File: src/rtl/avg_pkg.sv
// avg_pkg: shared definitions for the avg_mov_n averager.
//   state_t      - controller states (IDLE / FILL / RUN)
//   MODE_MOVING  - sliding-window average, one output per accepted sample
//   MODE_BLOCK   - decimating average, one output per N accepted samples
//   acc_width()  - accumulator width that holds the sum of N full-scale samples
package avg_pkg;

  typedef enum logic [1:0] {
    ST_IDLE = 2'd0,
    ST_FILL = 2'd1,
    ST_RUN  = 2'd2
  } state_t;

  localparam logic MODE_MOVING = 1'b0;
  localparam logic MODE_BLOCK  = 1'b1;

  // Sum of 2^log2_n samples of width bits needs log2_n extra bits.
  function automatic int acc_width(input int width, input int log2_n);
    return width + log2_n;
  endfunction

endpackage

File: src/rtl/avg_ring_buf.sv
// avg_ring_buf: N x WIDTH sample store for the sliding window.
// Ports:
//   clk    - system clock, rising edge
//   we     - write enable for wdata at addr
//   addr   - ring position (write pointer)
//   wdata  - sample to store
//   rdata  - combinational read of the entry at addr (value before this
//            cycle's write, so the oldest sample is seen as it is replaced)
// Contents are deliberately not reset so the array maps onto distributed RAM.
module avg_ring_buf #(
  parameter int WIDTH  = 16,
  parameter int LOG2_N = 7
) (
  input  logic                     clk,
  input  logic                     we,
  input  logic [LOG2_N-1:0]        addr,
  input  logic signed [WIDTH-1:0]  wdata,
  output logic signed [WIDTH-1:0]  rdata
);

  logic signed [WIDTH-1:0] mem_r [0:(1<<LOG2_N)-1];

  // Sample storage write port; no reset on the array.
  always_ff @(posedge clk) begin
    if (we) begin
      mem_r[addr] <= wdata;
    end
  end

  assign rdata = mem_r[addr];

endmodule

File: src/rtl/avg_mov_n.sv
// avg_mov_n: signed moving / block averager over N = 2^LOG2_N samples.
// Ports:
//   clk      - system clock, rising edge
//   rst      - asynchronous active-low reset
//   start_i  - enable; low forces IDLE, high leaves IDLE into FILL
//   mode_i   - 0 moving, 1 block; captured only when leaving IDLE
//   clear_i  - synchronous restart of the window (back to FILL)
//   valid_i  - qualifier for data_i
//   data_i   - signed input sample
//   valid_o  - one-cycle strobe, data_o carries a new average
//   data_o   - signed average (holds between strobes)
//   filled_o - high while the sliding window is full (RUN)
// Build option: define AVG_ROUND_EN to round half toward +inf instead of
// truncating toward -inf.
module avg_mov_n
  import avg_pkg::*;
#(
  parameter int WIDTH  = 16,
  parameter int LOG2_N = 7
) (
  input  logic                     clk,
  input  logic                     rst,
  input  logic                     start_i,
  input  logic                     mode_i,
  input  logic                     clear_i,
  input  logic                     valid_i,
  input  logic signed [WIDTH-1:0]  data_i,
  output logic                     valid_o,
  output logic signed [WIDTH-1:0]  data_o,
  output logic                     filled_o
);

  localparam int ACC_W = acc_width(WIDTH, LOG2_N);
  localparam int CNT_W = LOG2_N + 1;
  localparam logic [CNT_W-1:0] CNT_LAST = CNT_W'((1 << LOG2_N) - 1);
`ifdef AVG_ROUND_EN
  localparam logic signed [ACC_W-1:0] RND_C = ACC_W'(1) << (LOG2_N - 1);
`endif

  state_t                    state_r, state_nxt_s;
  logic                      mode_r, mode_nxt_s;
  logic signed [ACC_W-1:0]   acc_r, acc_nxt_s;
  logic [CNT_W-1:0]          cnt_r, cnt_nxt_s;
  logic [LOG2_N-1:0]         wr_ptr_r, ptr_nxt_s;
  logic                      valid_r, valid_nxt_s;
  logic signed [WIDTH-1:0]   data_r, data_nxt_s;
  logic                      filled_r;
  logic                      we_s;
  logic signed [WIDTH-1:0]   ring_rd_s;
  logic signed [ACC_W-1:0]   x_ext_s, old_ext_s, sum_s, rnd_s;
  logic signed [WIDTH-1:0]   avg_s;
  logic                      last_s;

  avg_ring_buf #(.WIDTH(WIDTH), .LOG2_N(LOG2_N)) u_ring (
    .clk   (clk),
    .we    (we_s),
    .addr  (wr_ptr_r),
    .wdata (data_i),
    .rdata (ring_rd_s)
  );

  // Candidate next accumulator value: the outgoing sample only counts once
  // the window is full, so stale RAM contents never leak in during FILL.
  assign x_ext_s   = {{LOG2_N{data_i[WIDTH-1]}}, data_i};
  assign old_ext_s = (state_r == ST_RUN) ? {{LOG2_N{ring_rd_s[WIDTH-1]}}, ring_rd_s}
                                         : {ACC_W{1'b0}};
  assign sum_s     = acc_r + x_ext_s - old_ext_s;
`ifdef AVG_ROUND_EN
  assign rnd_s     = sum_s + RND_C;
`else
  assign rnd_s     = sum_s;
`endif
  assign avg_s     = WIDTH'(rnd_s >>> LOG2_N);
  assign last_s    = (state_r == ST_FILL) && (cnt_r == CNT_LAST);

  // State register.
  always_ff @(posedge clk or negedge rst) begin
    if (!rst) begin
      state_r <= ST_IDLE;
    end else begin
      state_r <= state_nxt_s;
    end
  end

  // Next-state logic; start_i low overrides everything, then clear_i.
  always_comb begin
    state_nxt_s = state_r;
    case (state_r)
      ST_IDLE: begin
        if (start_i) state_nxt_s = ST_FILL;
        else         state_nxt_s = ST_IDLE;
      end
      ST_FILL: begin
        if (!start_i)                                      state_nxt_s = ST_IDLE;
        else if (clear_i)                                  state_nxt_s = ST_FILL;
        else if (valid_i && last_s && mode_r == MODE_MOVING) state_nxt_s = ST_RUN;
        else                                               state_nxt_s = ST_FILL;
      end
      ST_RUN: begin
        if (!start_i)     state_nxt_s = ST_IDLE;
        else if (clear_i) state_nxt_s = ST_FILL;
        else              state_nxt_s = ST_RUN;
      end
      default: state_nxt_s = ST_IDLE;
    endcase
  end

  // Datapath and output next values per state.
  always_comb begin
    acc_nxt_s   = acc_r;
    cnt_nxt_s   = cnt_r;
    ptr_nxt_s   = wr_ptr_r;
    mode_nxt_s  = mode_r;
    we_s        = 1'b0;
    valid_nxt_s = 1'b0;
    data_nxt_s  = data_r;
    case (state_r)
      ST_IDLE: begin
        if (start_i) begin
          acc_nxt_s  = {ACC_W{1'b0}};
          cnt_nxt_s  = {CNT_W{1'b0}};
          ptr_nxt_s  = {LOG2_N{1'b0}};
          mode_nxt_s = mode_i;
        end else begin
          mode_nxt_s = mode_r;
        end
      end
      ST_FILL, ST_RUN: begin
        if (!start_i) begin
          valid_nxt_s = 1'b0;
        end else if (clear_i) begin
          acc_nxt_s = {ACC_W{1'b0}};
          cnt_nxt_s = {CNT_W{1'b0}};
          ptr_nxt_s = {LOG2_N{1'b0}};
        end else if (valid_i) begin
          if (mode_r == MODE_BLOCK) begin
            if (last_s) begin
              acc_nxt_s   = {ACC_W{1'b0}};
              cnt_nxt_s   = {CNT_W{1'b0}};
              valid_nxt_s = 1'b1;
              data_nxt_s  = avg_s;
            end else begin
              acc_nxt_s = sum_s;
              cnt_nxt_s = cnt_r + CNT_W'(1);
            end
          end else begin
            acc_nxt_s = sum_s;
            we_s      = 1'b1;
            ptr_nxt_s = wr_ptr_r + LOG2_N'(1);
            if (state_r == ST_FILL) cnt_nxt_s = cnt_r + CNT_W'(1);
            else                    cnt_nxt_s = cnt_r;
            if (state_r == ST_RUN || last_s) begin
              valid_nxt_s = 1'b1;
              data_nxt_s  = avg_s;
            end else begin
              valid_nxt_s = 1'b0;
            end
          end
        end else begin
          valid_nxt_s = 1'b0;
        end
      end
      default: begin
        valid_nxt_s = 1'b0;
      end
    endcase
  end

  // Datapath and output registers.
  always_ff @(posedge clk or negedge rst) begin
    if (!rst) begin
      acc_r    <= {ACC_W{1'b0}};
      cnt_r    <= {CNT_W{1'b0}};
      wr_ptr_r <= {LOG2_N{1'b0}};
      mode_r   <= MODE_MOVING;
      valid_r  <= 1'b0;
      data_r   <= {WIDTH{1'b0}};
      filled_r <= 1'b0;
    end else begin
      acc_r    <= acc_nxt_s;
      cnt_r    <= cnt_nxt_s;
      wr_ptr_r <= ptr_nxt_s;
      mode_r   <= mode_nxt_s;
      valid_r  <= valid_nxt_s;
      data_r   <= data_nxt_s;
      filled_r <= (state_nxt_s == ST_RUN);
    end
  end

  assign valid_o  = valid_r;
  assign data_o   = data_r;
  assign filled_o = filled_r;

endmodule
File: config.mk
export PLATFORM = sky130hd
export DESIGN_NAME = avg_mov_n
export DESIGN_NICKNAME = d
export VERILOG_FILES = /design/src/rtl/avg_pkg.sv /design/src/rtl/avg_ring_buf.sv /design/src/rtl/avg_mov_n.sv
export SDC_FILE = /design/constraint.sdc
export NUM_CORES = 2
export LEC_CHECK = 0
export ABC_AREA = 1
export CAP_MARGIN = 10
export CORE_ASPECT_RATIO = 1.5
export CORE_MARGIN = 5
export CORE_UTILIZATION = 63
export DETAILED_ROUTE_END_ITERATION = 7
export PLACE_DENSITY = 0.85
export SKIP_LAST_GASP = 1
export SYNTH_ARGS = -nofsm -noshare
export SYNTH_HDL_FRONTEND = slang
export SYNTH_HIERARCHICAL = 1
export SYNTH_SLANG_ARGS = --single-unit
File: constraint.sdc
create_clock -name clk -period 4.9 [get_ports clk]
set_input_delay 0.98 -clock clk [delete_from_list [all_inputs] [get_ports clk]]
set_output_delay 0.98 -clock clk [all_outputs]
set_load 0.05 [all_outputs]
==> results.py <==
metrics = {
    "placement": {
        "gp_congestion": 0.938,
        "io_buffers": 39,
        "dp_hpwl_um": 159000,
        "place_ws_ps": -66.5,
    },
    "cells_and_area": {
        "final_util_pct": 71.0,
        "drive_gt1_share_pct": 8.19,
        "final_common_cell": "nand2_1",
        "syn_to_final_growth_pct": 12.1,
        "final_cell_mix": "5910 x nand2_1, 2048 x edfxtp_1, 370 x buf_4",
        "num-fill-cells": 8987,
        "multi_input_comb_area_um2": 25700,
        "final_nets": 9651,
        "ff_latch_area_um2": 63000,
    },
    "clock_network": {
        "clk_pin_slew_worst_paths_ps": 70,
        "clk_latency_ps": 850,
        "clkSinkCount": 2107,
        "clock_path_buffers": 3,
        "cts_tree": "done",
        "numCtsBuffers": 181,
        "clockRootBuffer": "clkbuf_16",
        "cts.htree.levels": 4,
    },
    "worst_setup_path": {
        "worst-path-max-fanout": 46,
        "cp.required_ps": 5630,
        "rr_endpoint": "data_o[15]",
        "worst_path_max_delay_cell": "dfrtp_4",
        "crit_top_cell": "nand2_1",
        "cp.arrival_ps": 5500,
        "crit_family": "simple AND/OR/NAND/NOR gates",
        "r2r_start": "wr_ptr_r[0]",
        "rrSetupSlack_ps": 130,
        "criticalPathCategory": "reg -> reg",
        "ff2ff_path_depth": 31,
        "start_kind": "flop",
        "end_kind": "flop",
        "slowest_delay_ps": 570,
        "critPathBufInv": 7,
    },
    "sta": {
        "finalWorstSetupSlack_ps": 128,
        "worst_pin_slew_ps": 1240,
        "fin_crit_ps": 4770,
        "post-route-period-util_pct": 97.4,
        "tns_ps": 0,
        "relSlewSlack_pct": 17.4,
        "max_freq_ghz": 0.210,
        "slew_violations": 0,
        "hold_viol": 0,
        "whs_ps": 217,
        "grt_setup_unrepaired": "yes",
        "setup_viol": 0,
        "fin_skew_ps": 44.0,
    },
    "synthesis": {
        "synth_seq_area_share_pct": 68.7,
        "syn_nets": 9434,
        "syn_inst": 9360,
        "synth-seq-cells": 2107,
        "synth_cell_types": 37,
        "syn_area_per_cell_um2": 9.80,
        "netlist_area_um2": 91700,
        "synth_warnings": 6,
    },
    "status": {
        "status": "complete, but fails checks",
        "failed_checks": "DRC",
    },
    "detailed_routing": {
        "vias_per_cell": 5.92,
        "drt-initial-drc-count": 10500,
        "num_vias": 68900,
        "ant_nets": 0,
        "first_pass_iters": 8,
        "wirelength_um": 264000,
        "drc": 2,
        "routedWlPerCell_um": 22.7,
    },
    "flow_run": {
        "cap_violations": 0,
    },
    "floorplan": {
        "die_x_um": 322,
        "ios": 40,
        "die_area_um2": 153000,
        "start_util_pct": 63.3,
        "die_y_um": 477,
        "coreArea_um2": 145000,
        "rows": 171,
    },
    "pwr": {
        "p_total_mw": 46.1,
        "power.leakage_nw": 44.0,
        "vdd_ir_drop_max_mv": 0.344,
        "power_density_nw_per_um2": 449,
    },
    "grt": {
        "grt_max_degree": 129,
        "grt_pass1_wl_um": 390000,
        "antenna_found_initial": 8,
        "grt_pass1_vias": 68000,
        "grt_use_total_pct": 33.5,
        "overflow": 0,
    },
    "hold_path": {
        "hold_path.class": "in -> async",
    },
}
[report_power, final]
| group | switching [mW] | internal (mW) |
|---|---|---|
| Combinational | 8.15 | 3.56 |
| Sequential | 0.0525 | 19.8 |
| Clock | 6.54 | 8.02 |
| Total | 14.7 | 31.4 |
[flip-flops by register name, summed over array words and instances, names as in the netlist]
signal,cells
filled_o,1
cnt_r,8
valid_o,1
mode_r,1
acc_r,23
data_o,16
wr_ptr_r,7
u_ring/mem_r,2048
state_r,2
[cell families after synthesis]
group | share of synthesized area [%]
fa+ha+maj | 0.890
buf+inv | 3.40
xor+xnor | 0.105
compound gates | 0.379
flops | 68.7
simple gates | 26.5
[cell usage after synthesis, drive strengths merged]
cell / number / area (µm²)
xor2: 6 / 52.6
nor2: 373 / 1450
a21o: 1 / 7.51
o21ai: 24 / 124
o21a: 2 / 15.0
nor3: 6 / 30.0
nand3b: 8 / 60.1
a22o: 1 / 8.76
a21oi: 24 / 131
and2: 1 / 6.26
clkinv: 2 / 7.51
or2: 15 / 93.8
o211ai: 2 / 15.0
dfrtp: 59 / 1480
clkbuf: 138 / 518
a22oi: 1 / 7.51
nand3: 87 / 445
ha: 30 / 375
fa: 22 / 440
buf: 302 / 1570
nand4: 7 / 43.8
xnor2: 5 / 43.8
o21bai: 1 / 7.51
o22ai: 5 / 31.3
nand2: 5916 / 22200
inv: 274 / 1030
edfxtp: 2048 / 61500
[metal layers]
layer	share of wire (%)	up-vias	GRT usage, %	wire length, µm
met4	8.8	4	24.1	23200
li1	-	30400	-	-
met2	48	5336	55.1	127000
met1	31	31900	39.6	82200
met5	0.017	-	0	44
met3	12	1263	6.42	32100
[through the flow]
step / cells / cell area (µm²)
floorplan: 9360 / 91700
global placement: 11300 / 96400
detailed placement: 11300 / 96400
CTS: 11600 / 102000
global route: 11600 / 103000
finish: 11600 / 103000
[area by class of cell]
cell class,instances,area share [%]
clock inverter,111,1.21
inverter,276,1.04
antenna,4,0.00974
timing repair buffer,474,4.50
sequential,2107,61.3
tap,1903,2.32
clock buffer,224,4.59
multi-input combinational,6537,25.0
[repair_timing]
item,CTS,global route
gates resized for setup,1,65
pin swaps,0,1
gates cloned,0,6
hold buffers,0,0
setup endpoints to repair,8,34
buffers inserted,0,6
[worst max path at each step]
stage                startpoint         end  slack (ps)  cells after the start
detailed placement  wr_ptr_r[0]   data_o[9]         -70                     33
global placement    wr_ptr_r[0]   acc_r[12]          40                     33
CTS                 wr_ptr_r[0]   data_o[9]          20                     33
global route        wr_ptr_r[0]   acc_r[14]        -100                     33
floorplan           wr_ptr_r[0]   data_o[5]        1270                     30
finish              wr_ptr_r[0]  data_o[15]         130                     31
Power figures use the tool's default switching activity.
